===== config.mk =====
export PLATFORM = sky130hd
export DESIGN_NAME = cla_nibble_serial_adder_ctrl_flat
export DESIGN_NICKNAME = d
export VERILOG_FILES = /design/src/rtl/cla_seq_pkg.sv /design/src/rtl/cla_nibble_serial_adder_ctrl_if.sv /design/src/rtl/carry_look_ahead_adder.sv /design/src/rtl/cla_nibble_serial_adder_ctrl.sv /design/src/flat_wrapper.sv
export SDC_FILE = /design/constraint.sdc
export NUM_CORES = 1
export LEC_CHECK = 0
export ABC_CLOCK_PERIOD_IN_PS = 2500
export CAP_MARGIN = 40
export CORE_MARGIN = 3
export CORE_UTILIZATION = 55
export CTS_CLUSTER_SIZE = 14
export DETAILED_ROUTE_END_ITERATION = 8
export DONT_BUFFER_PORTS = 1
export HOLD_SLACK_MARGIN = 0.12
export PLACE_DENSITY = 0.7
export SLEW_MARGIN = 10
export SYNTH_ARGS = -nofsm -noshare
export SYNTH_HDL_FRONTEND = slang
export SYNTH_SLANG_ARGS = --single-unit

===== constraint.sdc =====
create_clock -name clk -period 2.5 [get_ports clk]
set_input_delay 0.125 -clock clk [delete_from_list [all_inputs] [get_ports clk]]
set_output_delay 0.125 -clock clk [all_outputs]
set_load 0.01 [all_outputs]

===== src/rtl/cla_seq_pkg.sv =====
// Shared types and helpers for the nibble-serial CLA sequencer.
// Holds the FSM state enum, the slice width and the counter-width helper.
package cla_seq_pkg;

  localparam int NIBBLE_W = 4;

  typedef enum logic [1:0] {
    IDLE = 2'd0,
    RUN  = 2'd1,
    DONE = 2'd2
  } state_t;

  // Counter width for WIDTH/4 nibbles; never narrower than one bit.
  function automatic int nib_count(input int width);
    int n;
    n = width / NIBBLE_W;
    return (n <= 1) ? 1 : $clog2(n);
  endfunction

endpackage


===== src/rtl/cla_nibble_serial_adder_ctrl_if.sv =====
// Operand/result handshake bundle for the nibble-serial adder.
// master = producer/consumer side, slave = adder side; op_sub exists only with CLA_SEQ_SUB_EN.
interface cla_nibble_serial_adder_ctrl_if #(
  parameter int WIDTH = 16
);
  logic             in_valid;
  logic             in_ready;
  logic [WIDTH-1:0] a;
  logic [WIDTH-1:0] b;
  logic             cin;
`ifdef CLA_SEQ_SUB_EN
  logic             op_sub;
`endif
  logic             out_valid;
  logic             out_ready;
  logic [WIDTH-1:0] sum;
  logic             cout;
  logic             busy;

  modport master (
`ifdef CLA_SEQ_SUB_EN
    output op_sub,
`endif
    output in_valid, a, b, cin, out_ready,
    input  in_ready, out_valid, sum, cout, busy
  );

  modport slave (
`ifdef CLA_SEQ_SUB_EN
    input  op_sub,
`endif
    input  in_valid, a, b, cin, out_ready,
    output in_ready, out_valid, sum, cout, busy
  );

endinterface


===== src/rtl/carry_look_ahead_adder.sv =====
// 4-bit carry look-ahead adder slice, purely combinational.
// Ports: a, b (4b), cin -> sum (4b), cout.
module carry_look_ahead_adder (
  input  logic [3:0] a,
  input  logic [3:0] b,
  input  logic       cin,
  output logic [3:0] sum,
  output logic       cout
);

  logic [3:0] g;
  logic [3:0] p;
  logic [4:0] c;

  assign g = a & b;
  assign p = a ^ b;

  assign c[0] = cin;
  assign c[1] = g[0] | (p[0] & cin);
  assign c[2] = g[1] | (p[1] & g[0])
              | (p[1] & p[0] & cin);
  assign c[3] = g[2] | (p[2] & g[1])
              | (p[2] & p[1] & g[0])
              | (p[2] & p[1] & p[0] & cin);
  assign c[4] = g[3] | (p[3] & g[2])
              | (p[3] & p[2] & g[1])
              | (p[3] & p[2] & p[1] & g[0])
              | (p[3] & p[2] & p[1] & p[0] & cin);

  assign sum  = p ^ c[3:0];
  assign cout = c[4];

endmodule


===== src/rtl/cla_nibble_serial_adder_ctrl.sv =====
// WIDTH-bit adder built from one 4-bit CLA slice, one nibble per clock, LSB first.
// Ports: clk, rst_n (async low), bus (slave: in/out valid-ready, a, b, cin, sum, cout, busy); CLA_SEQ_SUB_EN adds op_sub.
module cla_nibble_serial_adder_ctrl
  import cla_seq_pkg::*;
#(
  parameter int WIDTH = 16
) (
  input logic clk,
  input logic rst_n,
  cla_nibble_serial_adder_ctrl_if.slave bus
);

  localparam int NIB = WIDTH / NIBBLE_W;
  localparam int CW  = nib_count(WIDTH);
  localparam logic [CW-1:0] LAST = CW'(NIB - 1);

  state_t              state;
  logic [CW-1:0]       cnt;
  logic [WIDTH-1:0]    a_q;
  logic [WIDTH-1:0]    b_q;
  logic [WIDTH-1:0]    sum_q;
  logic [WIDTH-1:0]    sum_nx;
  logic                carry_q;
  logic                cout_q;
  logic                in_ready_q;
  logic                out_valid_q;
  logic                busy_q;
  logic [NIBBLE_W-1:0] s_sum;
  logic                s_cout;
  logic [WIDTH-1:0]    b_in;
  logic                c_in;

`ifdef CLA_SEQ_SUB_EN
  // Subtract as a + ~b + 1; cin is ignored.
  assign b_in = bus.op_sub ? ~bus.b : bus.b;
  assign c_in = bus.op_sub | bus.cin;
`else
  assign b_in = bus.b;
  assign c_in = bus.cin;
`endif

  carry_look_ahead_adder u_cla (
    .a    (a_q[NIBBLE_W-1:0]),
    .b    (b_q[NIBBLE_W-1:0]),
    .cin  (carry_q),
    .sum  (s_sum),
    .cout (s_cout)
  );

  // New nibble enters at the top so the LSB nibble ends up at the bottom.
  generate
    if (NIB == 1) begin : g_one
      assign sum_nx = s_sum;
    end else begin : g_many
      assign sum_nx = {s_sum, sum_q[WIDTH-1:NIBBLE_W]};
    end
  endgenerate

  always_ff @(posedge clk or negedge rst_n) begin
    if (!rst_n) begin
      state       <= IDLE;
      cnt         <= '0;
      a_q         <= '0;
      b_q         <= '0;
      sum_q       <= '0;
      carry_q     <= 1'b0;
      cout_q      <= 1'b0;
      in_ready_q  <= 1'b1;
      out_valid_q <= 1'b0;
      busy_q      <= 1'b0;
    end else begin
      unique case (state)
        IDLE: begin
          if (bus.in_valid) begin
            a_q        <= bus.a;
            b_q        <= b_in;
            carry_q    <= c_in;
            cnt        <= '0;
            state      <= RUN;
            in_ready_q <= 1'b0;
            busy_q     <= 1'b1;
          end
        end
        RUN: begin
          sum_q   <= sum_nx;
          carry_q <= s_cout;
          a_q     <= a_q >> NIBBLE_W;
          b_q     <= b_q >> NIBBLE_W;
          cnt     <= cnt + CW'(1);
          if (cnt == LAST) begin
            cout_q      <= s_cout;
            state       <= DONE;
            out_valid_q <= 1'b1;
          end
        end
        DONE: begin
          if (bus.out_ready) begin
            state       <= IDLE;
            out_valid_q <= 1'b0;
            busy_q      <= 1'b0;
            in_ready_q  <= 1'b1;
          end
        end
        default: begin
          state       <= IDLE;
          out_valid_q <= 1'b0;
          busy_q      <= 1'b0;
          in_ready_q  <= 1'b1;
        end
      endcase
    end
  end

  assign bus.in_ready  = in_ready_q;
  assign bus.out_valid = out_valid_q;
  assign bus.busy      = busy_q;
  assign bus.sum       = sum_q;
  assign bus.cout      = cout_q;

endmodule


===== src/flat_wrapper.sv =====
// flat-port wrapper written by rule: the top's interface ports become plain ports
module cla_nibble_serial_adder_ctrl_flat import cla_seq_pkg::*;
#(
  parameter int WIDTH = 16
)
  (clk, rst_n, bus_in_valid, bus_a, bus_b, bus_cin, bus_out_ready, bus_in_ready, bus_out_valid, bus_sum, bus_cout, bus_busy);
  cla_nibble_serial_adder_ctrl_if #(.WIDTH(WIDTH)) bus_i ();
  input logic clk;
  input logic rst_n;
  input wire logic [$bits(bus_i.in_valid)-1:0] bus_in_valid;
  input wire logic [$bits(bus_i.a)-1:0] bus_a;
  input wire logic [$bits(bus_i.b)-1:0] bus_b;
  input wire logic [$bits(bus_i.cin)-1:0] bus_cin;
  input wire logic [$bits(bus_i.out_ready)-1:0] bus_out_ready;
  output wire logic [$bits(bus_i.in_ready)-1:0] bus_in_ready;
  output wire logic [$bits(bus_i.out_valid)-1:0] bus_out_valid;
  output wire logic [$bits(bus_i.sum)-1:0] bus_sum;
  output wire logic [$bits(bus_i.cout)-1:0] bus_cout;
  output wire logic [$bits(bus_i.busy)-1:0] bus_busy;
  assign bus_i.in_valid = bus_in_valid;
  assign bus_i.a = bus_a;
  assign bus_i.b = bus_b;
  assign bus_i.cin = bus_cin;
  assign bus_i.out_ready = bus_out_ready;
  assign bus_in_ready = bus_i.in_ready;
  assign bus_out_valid = bus_i.out_valid;
  assign bus_sum = bus_i.sum;
  assign bus_cout = bus_i.cout;
  assign bus_busy = bus_i.busy;
  cla_nibble_serial_adder_ctrl #(.WIDTH(WIDTH)) u_core (.clk(clk), .rst_n(rst_n), .bus(bus_i));
endmodule

# [Yosys cells after proc, flatten, opt, wreduce, memory -nomap -nowiden]
# Cells that the tools add are included.
[word_totals] ff_bits=57 out_inout_bits=20 elab_cells=75
[op_classes] n_addsub=1 n_eq_ne=6 mux=20 bitwise=31 n_reduce_logical=7
[op_table] operator="$pmux W16 S2" count=2
[op_table] operator="$mux W16" count=2
[op_table] operator="$and A1 B1 Y1" count=16
[op_table] operator="$or A1 B1 Y1" count=10
[op_table] operator="$pmux W1 S3" count=3
[op_table] operator="$reduce_and A3 Y1" count=3
[op_table] operator="$mux W2" count=4
[op_table] operator="$xor A4 B4 Y4" count=2
[op_table] operator="$mux W1" count=6
[op_table] operator="$pmux W2 S3" count=1
[op_table] operator="$and A4 B4 Y4" count=1
[op_table] operator="$eq A2 B2 Y1 const B" count=2
[op_table] operator="$ne A2 B2 Y1 const B" count=2
[op_table] operator="$pmux W2 S2" count=1
[op_table] operator="$reduce_and A2 Y1" count=2
[op_table] operator="$add A2 B1 Y2 const B" count=1
[op_table] operator="$eq A2 B1 Y1 const B" count=1
[op_table] operator="$logic_not A2 Y1" count=1
[op_table] operator="$ne A2 B1 Y1 const B" count=1
[op_table] operator="$not A1 Y1" count=2
[op_table] operator="$pmux W1 S2" count=1
[op_table] operator="$reduce_bool A2 Y1" count=1

# [Depth between registers and ports, before layout]
[logic_depth] depth_word=7 mapped_depth=6 ltp_nobuf=4

# [Modules after synthesis]
# A second synthesis with hierarchy kept.
[hier_totals] cells_unflattened=251 area_unflattened_um2=2539.9
[modules_own_cells] module="cla_nibble_serial_adder_ctrl" instances=1 cells_each=234 area_per_inst_um2=2392.3
[modules_own_cells] module="carry_look_ahead_adder" instances=1 cells_each=17 area_per_inst_um2=147.6

# [Least setup slack after synthesis]
# Ideal clock, no wire load.
[synth_timing] path_kind="register to register" start="reg u_core.b_q[2]" end="reg u_core.carry_q" arrival_ns=1.283 required_time_ns=2.357 slack_ns=1.074 path_stages_with_launch=5 synth_period_minus_slack_ns=1.426 path_cell_list="dfrtp_1 ha_1 a21o_1 a221oi_2 a222oi_1"
[synth_between] elab_chain_len=7 elab_cells_between_ends=14 classes_between="mux (1); bitwise (13)"
[synth_lines] element="from (decl)" line_no="cla_nibble_serial_adder_ctrl.sv:20" rtl="logic [WIDTH-1:0] b_q;"
[synth_lines] element="from (signal assigned)" line_no="cla_nibble_serial_adder_ctrl.sv:76" rtl="b_q <= b_in;"
[synth_lines] element="from (signal assigned)" line_no="cla_nibble_serial_adder_ctrl.sv:88" rtl="b_q <= b_q >> NIBBLE_W;"
[synth_lines] element="$and A4 B4 Y4 / $xor A4 B4 Y4 (equally long branches)" line_no="carry_look_ahead_adder.sv:15, carry_look_ahead_adder.sv:16"
[synth_lines] element="$and A1 B1 Y1 (on tied branches)"
[synth_lines] element="$or A1 B1 Y1 (tied with other cells)" line_no="carry_look_ahead_adder.sv:25" rtl="assign c[4] = g[3] | (p[3] & g[2])"
[synth_lines] element="$or A1 B1 Y1 (tied with other cells)" line_no="carry_look_ahead_adder.sv:26" rtl="| (p[3] & p[2] & g[1])"
[synth_lines] element="$or A1 B1 Y1 / $and A1 B1 Y1 (equally long branches)" line_no="carry_look_ahead_adder.sv:27, carry_look_ahead_adder.sv:28"
[synth_lines] element="$or A1 B1 Y1 *" line_no="carry_look_ahead_adder.sv:28" rtl="| (p[3] & p[2] & p[1] & p[0] & cin);"
[synth_lines] element="$pmux W1 S2 *" line_no="cla_nibble_serial_adder_ctrl.sv:72" rtl="unique case (state)"
[synth_lines] element="to (signal assigned)" line_no="cla_nibble_serial_adder_ctrl.sv:77" rtl="carry_q <= c_in;"
[synth_lines] element="to (signal assigned)" line_no="cla_nibble_serial_adder_ctrl.sv:86" rtl="carry_q <= s_cout;"
[synth_lines] element="to (decl)" line_no="cla_nibble_serial_adder_ctrl.sv:23" rtl="logic carry_q;"
# Mark *: on every way between the ends. The rest lies on a longest branch, timed or not.
# A chain may end at the register's enable or synchronous reset.

# [Worst setup path in the final report]
[layout_timing] start="reg u_core.state[1]" end="reg u_core.b_q[3]"
[layout_between] elab_chain_len=3 elab_cells_between_ends=6 classes_between="eq/ne (2); mux (1); reduce/logical (3)"
[layout_lines] element="from (decl)" line_no="cla_nibble_serial_adder_ctrl.sv:17" rtl="state_t state;"
[layout_lines] element="from (signal assigned)" line_no="cla_nibble_serial_adder_ctrl.sv:61" rtl="state <= IDLE;"
[layout_lines] element="from (signal assigned)" line_no="cla_nibble_serial_adder_ctrl.sv:79" rtl="state <= RUN;"
[layout_lines] element="from (signal assigned)" line_no="cla_nibble_serial_adder_ctrl.sv:92" rtl="state <= DONE;"
[layout_lines] element="$eq A2 B1 Y1 / $logic_not A2 Y1 (equally long branches)" line_no="cla_nibble_serial_adder_ctrl.sv:72"
[layout_lines] element="$reduce_bool A2 Y1 (no source line) / $ne A2 B2 Y1 (equally long branches)"
[layout_lines] element="$reduce_and A2 Y1 (no source line)"
# Several ways; a longest one is shown, not always the timed one.

==> results.sh <==
export IMPL_outcome="finished, final reports clean"
export IMPL_ys_ff_latch=57
export IMPL_powerDensity_nw_per_um2=1196
export IMPL_htree_num_levels=3
export IMPL_whs_ns=0.1964
export IMPL_place_congestion=0.7674
export IMPL_finClkSkew_ns=0.008352
export IMPL_cts_tree="yes"
export IMPL_endpoint_kind="flip-flop"
export IMPL_ctsResizeCount=0
export IMPL_avgSynthCellArea_sq_um=10.53
export IMPL_cts_hold_buf=44
export IMPL_max_stage_delay_ns=0.57
export IMPL_clk_latency_ns=0.33
export IMPL_num_vias=2085
export IMPL_drive_above_1_share_pct=16.45
export IMPL_hold_viol=0
export IMPL_dpl_cell_area_sq_um=2739
export IMPL_synthCells=262
export IMPL_p_leak_nw=1.493
export IMPL_cts_setup_buffers=0
export IMPL_synthDistinctLibCells=36
export IMPL_synth_warnings=0
export IMPL_drv_cap=0
export IMPL_numCtsBuffers=9
export IMPL_design_area_sq_um=3371
export IMPL_fin_setup_tns_ns=0
export IMPL_dr_pass1_iters=4
export IMPL_tightest_slew_ns=0.8033
export IMPL_grt_first_pass_wirelength_microns=10110
export IMPL_synthToLayoutAreaGrowth_pct=22.18
export IMPL_clockPowerShare_pct=18.8
export IMPL_crit_path_start="u_core.state[1]"
export IMPL_yosysTopAreaCell="dfrtp_1"
export IMPL_die_h_microns=76.83
export IMPL_fmax_mhz=483.9
export IMPL_seqPwrFrac_pct=42.7
export IMPL_switching_power_w=0.001618
export IMPL_dp_hpwl_microns=3669
export IMPL_grt_use_met2_pct=34.84
export IMPL_cp_arrival_ns=2.32
export IMPL_internal_power_w=0.002415
export IMPL_maxSlewViolCount=0
export IMPL_critPathRequiredTime_ns=2.75
export IMPL_rows=25
export IMPL_die_area_sq_um=5902
export IMPL_core_sq_um=4786
export IMPL_cp_slowest_cell="dfrtp_1"
export IMPL_rsz0062_at_grt="no"
export IMPL_grt_max_degree=58
export IMPL_cts_num_sinks=57
export IMPL_finalNonFillerCells=377
export IMPL_diodes=0
export IMPL_netlist_area_leader_share_pct=50.79
export IMPL_finalCriticalPeriod_ns=2.067
export IMPL_grt_overflow_total=0
export IMPL_ioPinCount=57
export IMPL_vdd_drop_max_mv=0.7069
export IMPL_hp_start="bus_in_valid"
export IMPL_die_width_microns=76.83
export IMPL_synthTopCellsByArea="dfrtp_1 51%, nand2_1 8.6%, a22oi_2 6.8%, o21ai_1 4.0%, buf_6 3.3%"
export IMPL_path_cells="nor2b_1, buf_4, a21oi_1, dlygate4sd3_1, o21ai_1"
export IMPL_grtUsageMet3_pct=4.930
export IMPL_fillers=367
export IMPL_slew_limit_headroom_pct=46.44
export IMPL_critical_path_class="reg -> reg"
export IMPL_synth_yosys_seq_area_share_pct=51.75
export IMPL_crit_fanout=13
export IMPL_setup_violations=0
export IMPL_routed_wl_microns=5927
export IMPL_ant_nets=0
export IMPL_drt_iter0_drc=110
export IMPL_clockBufferDepth=2
export IMPL_met1_usage_pct=27.89
export IMPL_routed_via_density=5.531
export IMPL_syn_num_nets=305
export IMPL_crit_path_start_kind="flip-flop"
export IMPL_start_util_pct=57.65
export IMPL_hold_path_class="in -> reg"
export IMPL_switching_share_pct=40.13
export IMPL_syn_area_sq_um=2759
export IMPL_drc=0
export IMPL_place_inst=317
export IMPL_busiest_layer="met2"
export IMPL_nets=348
export IMPL_reg2reg_from="u_core.state[1]"
export IMPL_wl_per_cell_microns=15.72
export IMPL_grt_pass1_vias=2104
export IMPL_grt_usage_pct=21.63
export IMPL_p_comb_share_pct=38.5
export IMPL_io_buffers=0
export IMPL_antenna_found_initial=0
export IMPL_clk_pin_slew_ns=0.07
export IMPL_cts_root_buffer="clkbuf_8"
export IMPL_fin_crit_sh_pct=82.66
==> metal layers <==
metal | wire (microns) | share of wire [%] | vias up
met5 | 0 | 0 | -
met4 | 98 | 1.7 | 0
met3 | 282 | 4.8 | 8
met2 | 2870 | 48 | 53
met1 | 2675 | 45 | 1018
li1 | - | - | 1006
==> placed cells by master (no fill, tap or decap) <==
| cell | n |
|---|---|
| buf_16 | 1 |
| a22oi_1 | 9 |
| o21bai_4 | 1 |
| a222oi_1 | 1 |
| a211oi_1 | 2 |
| nor2_1 | 4 |
| fa_1 | 1 |
| and2b_1 | 1 |
| nor2_4 | 1 |
| or2b_4 | 1 |
| nor2b_1 | 10 |
| a22oi_2 | 15 |
| o22ai_1 | 1 |
| inv_1 | 5 |
| o21a_1 | 1 |
| dfrtp_1 | 56 |
| ha_1 | 5 |
| clkbuf_1 | 2 |
| dfstp_2 | 1 |
| xor2_1 | 1 |
| nand2b_1 | 2 |
| o21ai_2 | 8 |
| a31oi_1 | 1 |
| a22o_1 | 7 |
| dlygate4sd3_1 | 43 |
| clkbuf_8 | 11 |
| o22a_1 | 1 |
| and3_2 | 1 |
| o21ai_0 | 6 |
| a221oi_1 | 1 |
| nand2_1 | 63 |
| o21ai_1 | 22 |
| a221oi_2 | 1 |
| a21o_1 | 2 |
| a21oi_1 | 12 |
| and2b_4 | 1 |
| clkinv_2 | 3 |
| buf_4 | 6 |
==> worst max-delay path: cells and delay by family, from the launching register on <==
family	cells	cell delay, ns
AOI/OAI and AO/OA	2	0.18
buffers and inverters	2	0.78
DFF	1	0.57
and+or+nand+nor	1	0.46
==> Yosys cell counts (all sizes together) <==
| cell | instances |
|---|---|
| nor2b | 10 |
| o22ai | 1 |
| nand2b | 2 |
| o22a | 1 |
| dfrtp | 56 |
| and3 | 1 |
| or2b | 1 |
| inv | 5 |
| a21oi | 12 |
| fa | 1 |
| clkbuf | 1 |
| a221oi | 2 |
| a222oi | 1 |
| a211oi | 2 |
| xor2 | 1 |
| a31oi | 1 |
| a22o | 7 |
| dfstp | 1 |
| nand2 | 63 |
| o21a | 1 |
| and2b | 2 |
| buf | 17 |
| ha | 5 |
| a22oi | 24 |
| o21ai | 36 |
| o21bai | 1 |
| a21o | 2 |
| nor2 | 5 |
==> path summary, 6_finish.rpt <==
check	endpoint	slack (ns)	cells after the start
max in group asynchronous	u_core.bus.in_ready	1.88	2
max	u_core.b_q[3]	0.43	5
min reg2reg	u_core.a_q[4]	0.48	2
min in group asynchronous	u_core.bus.cout	0.35	2
min	u_core.a_q[7]	0.20	3
max reg2reg	u_core.b_q[3]	0.43	5
==> per-stage QoR <==
step | power (W) | util, % | worst slack (ns)
after floorplan | 0.002977 | - | 1.074
after global placement | 0.003124 | 57.23 | 0.8878
after detailed placement | 0.003179 | 57.23 | 0.8261
after CTS | 0.004057 | 70.43 | 0.4263
after global routing | 0.004356 | 70.43 | 0.3590
final | 0.004033 | 70.43 | 0.4335
==> power groups by stage <==
stage | clock (W) | sequential [W] | combinational (W)
global placement | 0 | 0.00172 | 0.00140
detailed placement | 0 | 0.00174 | 0.00144
CTS | 0.000771 | 0.00172 | 0.00156
finish | 0.000759 | 0.00172 | 0.00155
floorplan | 0 | 0.00161 | 0.00136
global route | 0.000819 | 0.00178 | 0.00176
==> flip-flops by register name, indices dropped and copies added, names as in the netlist <==
name	flops
u_core.a_q	16
u_core.b_q	16
u_core.bus.busy	1
u_core.bus.cout	1
u_core.bus.in_ready	1
u_core.bus.out_valid	1
u_core.bus.sum	16
u_core.carry_q	1
u_core.cnt	2
u_core.state	2
==> cell families after synthesis <==
kind of cell	count (synthesis)	share of synthesized area, %
AOI/OAI and AO/OA	91	25.31
and+or+nand+nor	84	13.56
DFF	57	51.75
buffers and inverters	23	6.077
adders and majority gates	6	2.993
xor gates and xnor gates	1	0.3175
==> cell type report <==
type                            instances  area, sq um  area share [%]
Clock buffer                           13        158.9           4.714
Clock inverter                          3        15.01          0.4454
Inverter                                5        18.77          0.5568
Multi-Input combinational cell        182         1164           34.52
Sequential cell                        57         1428           42.35
Tap cell                               67        83.83           2.487
Timing Repair Buffer                   50        503.0           14.92
Note: power is estimated with default switching activity, not from simulation.
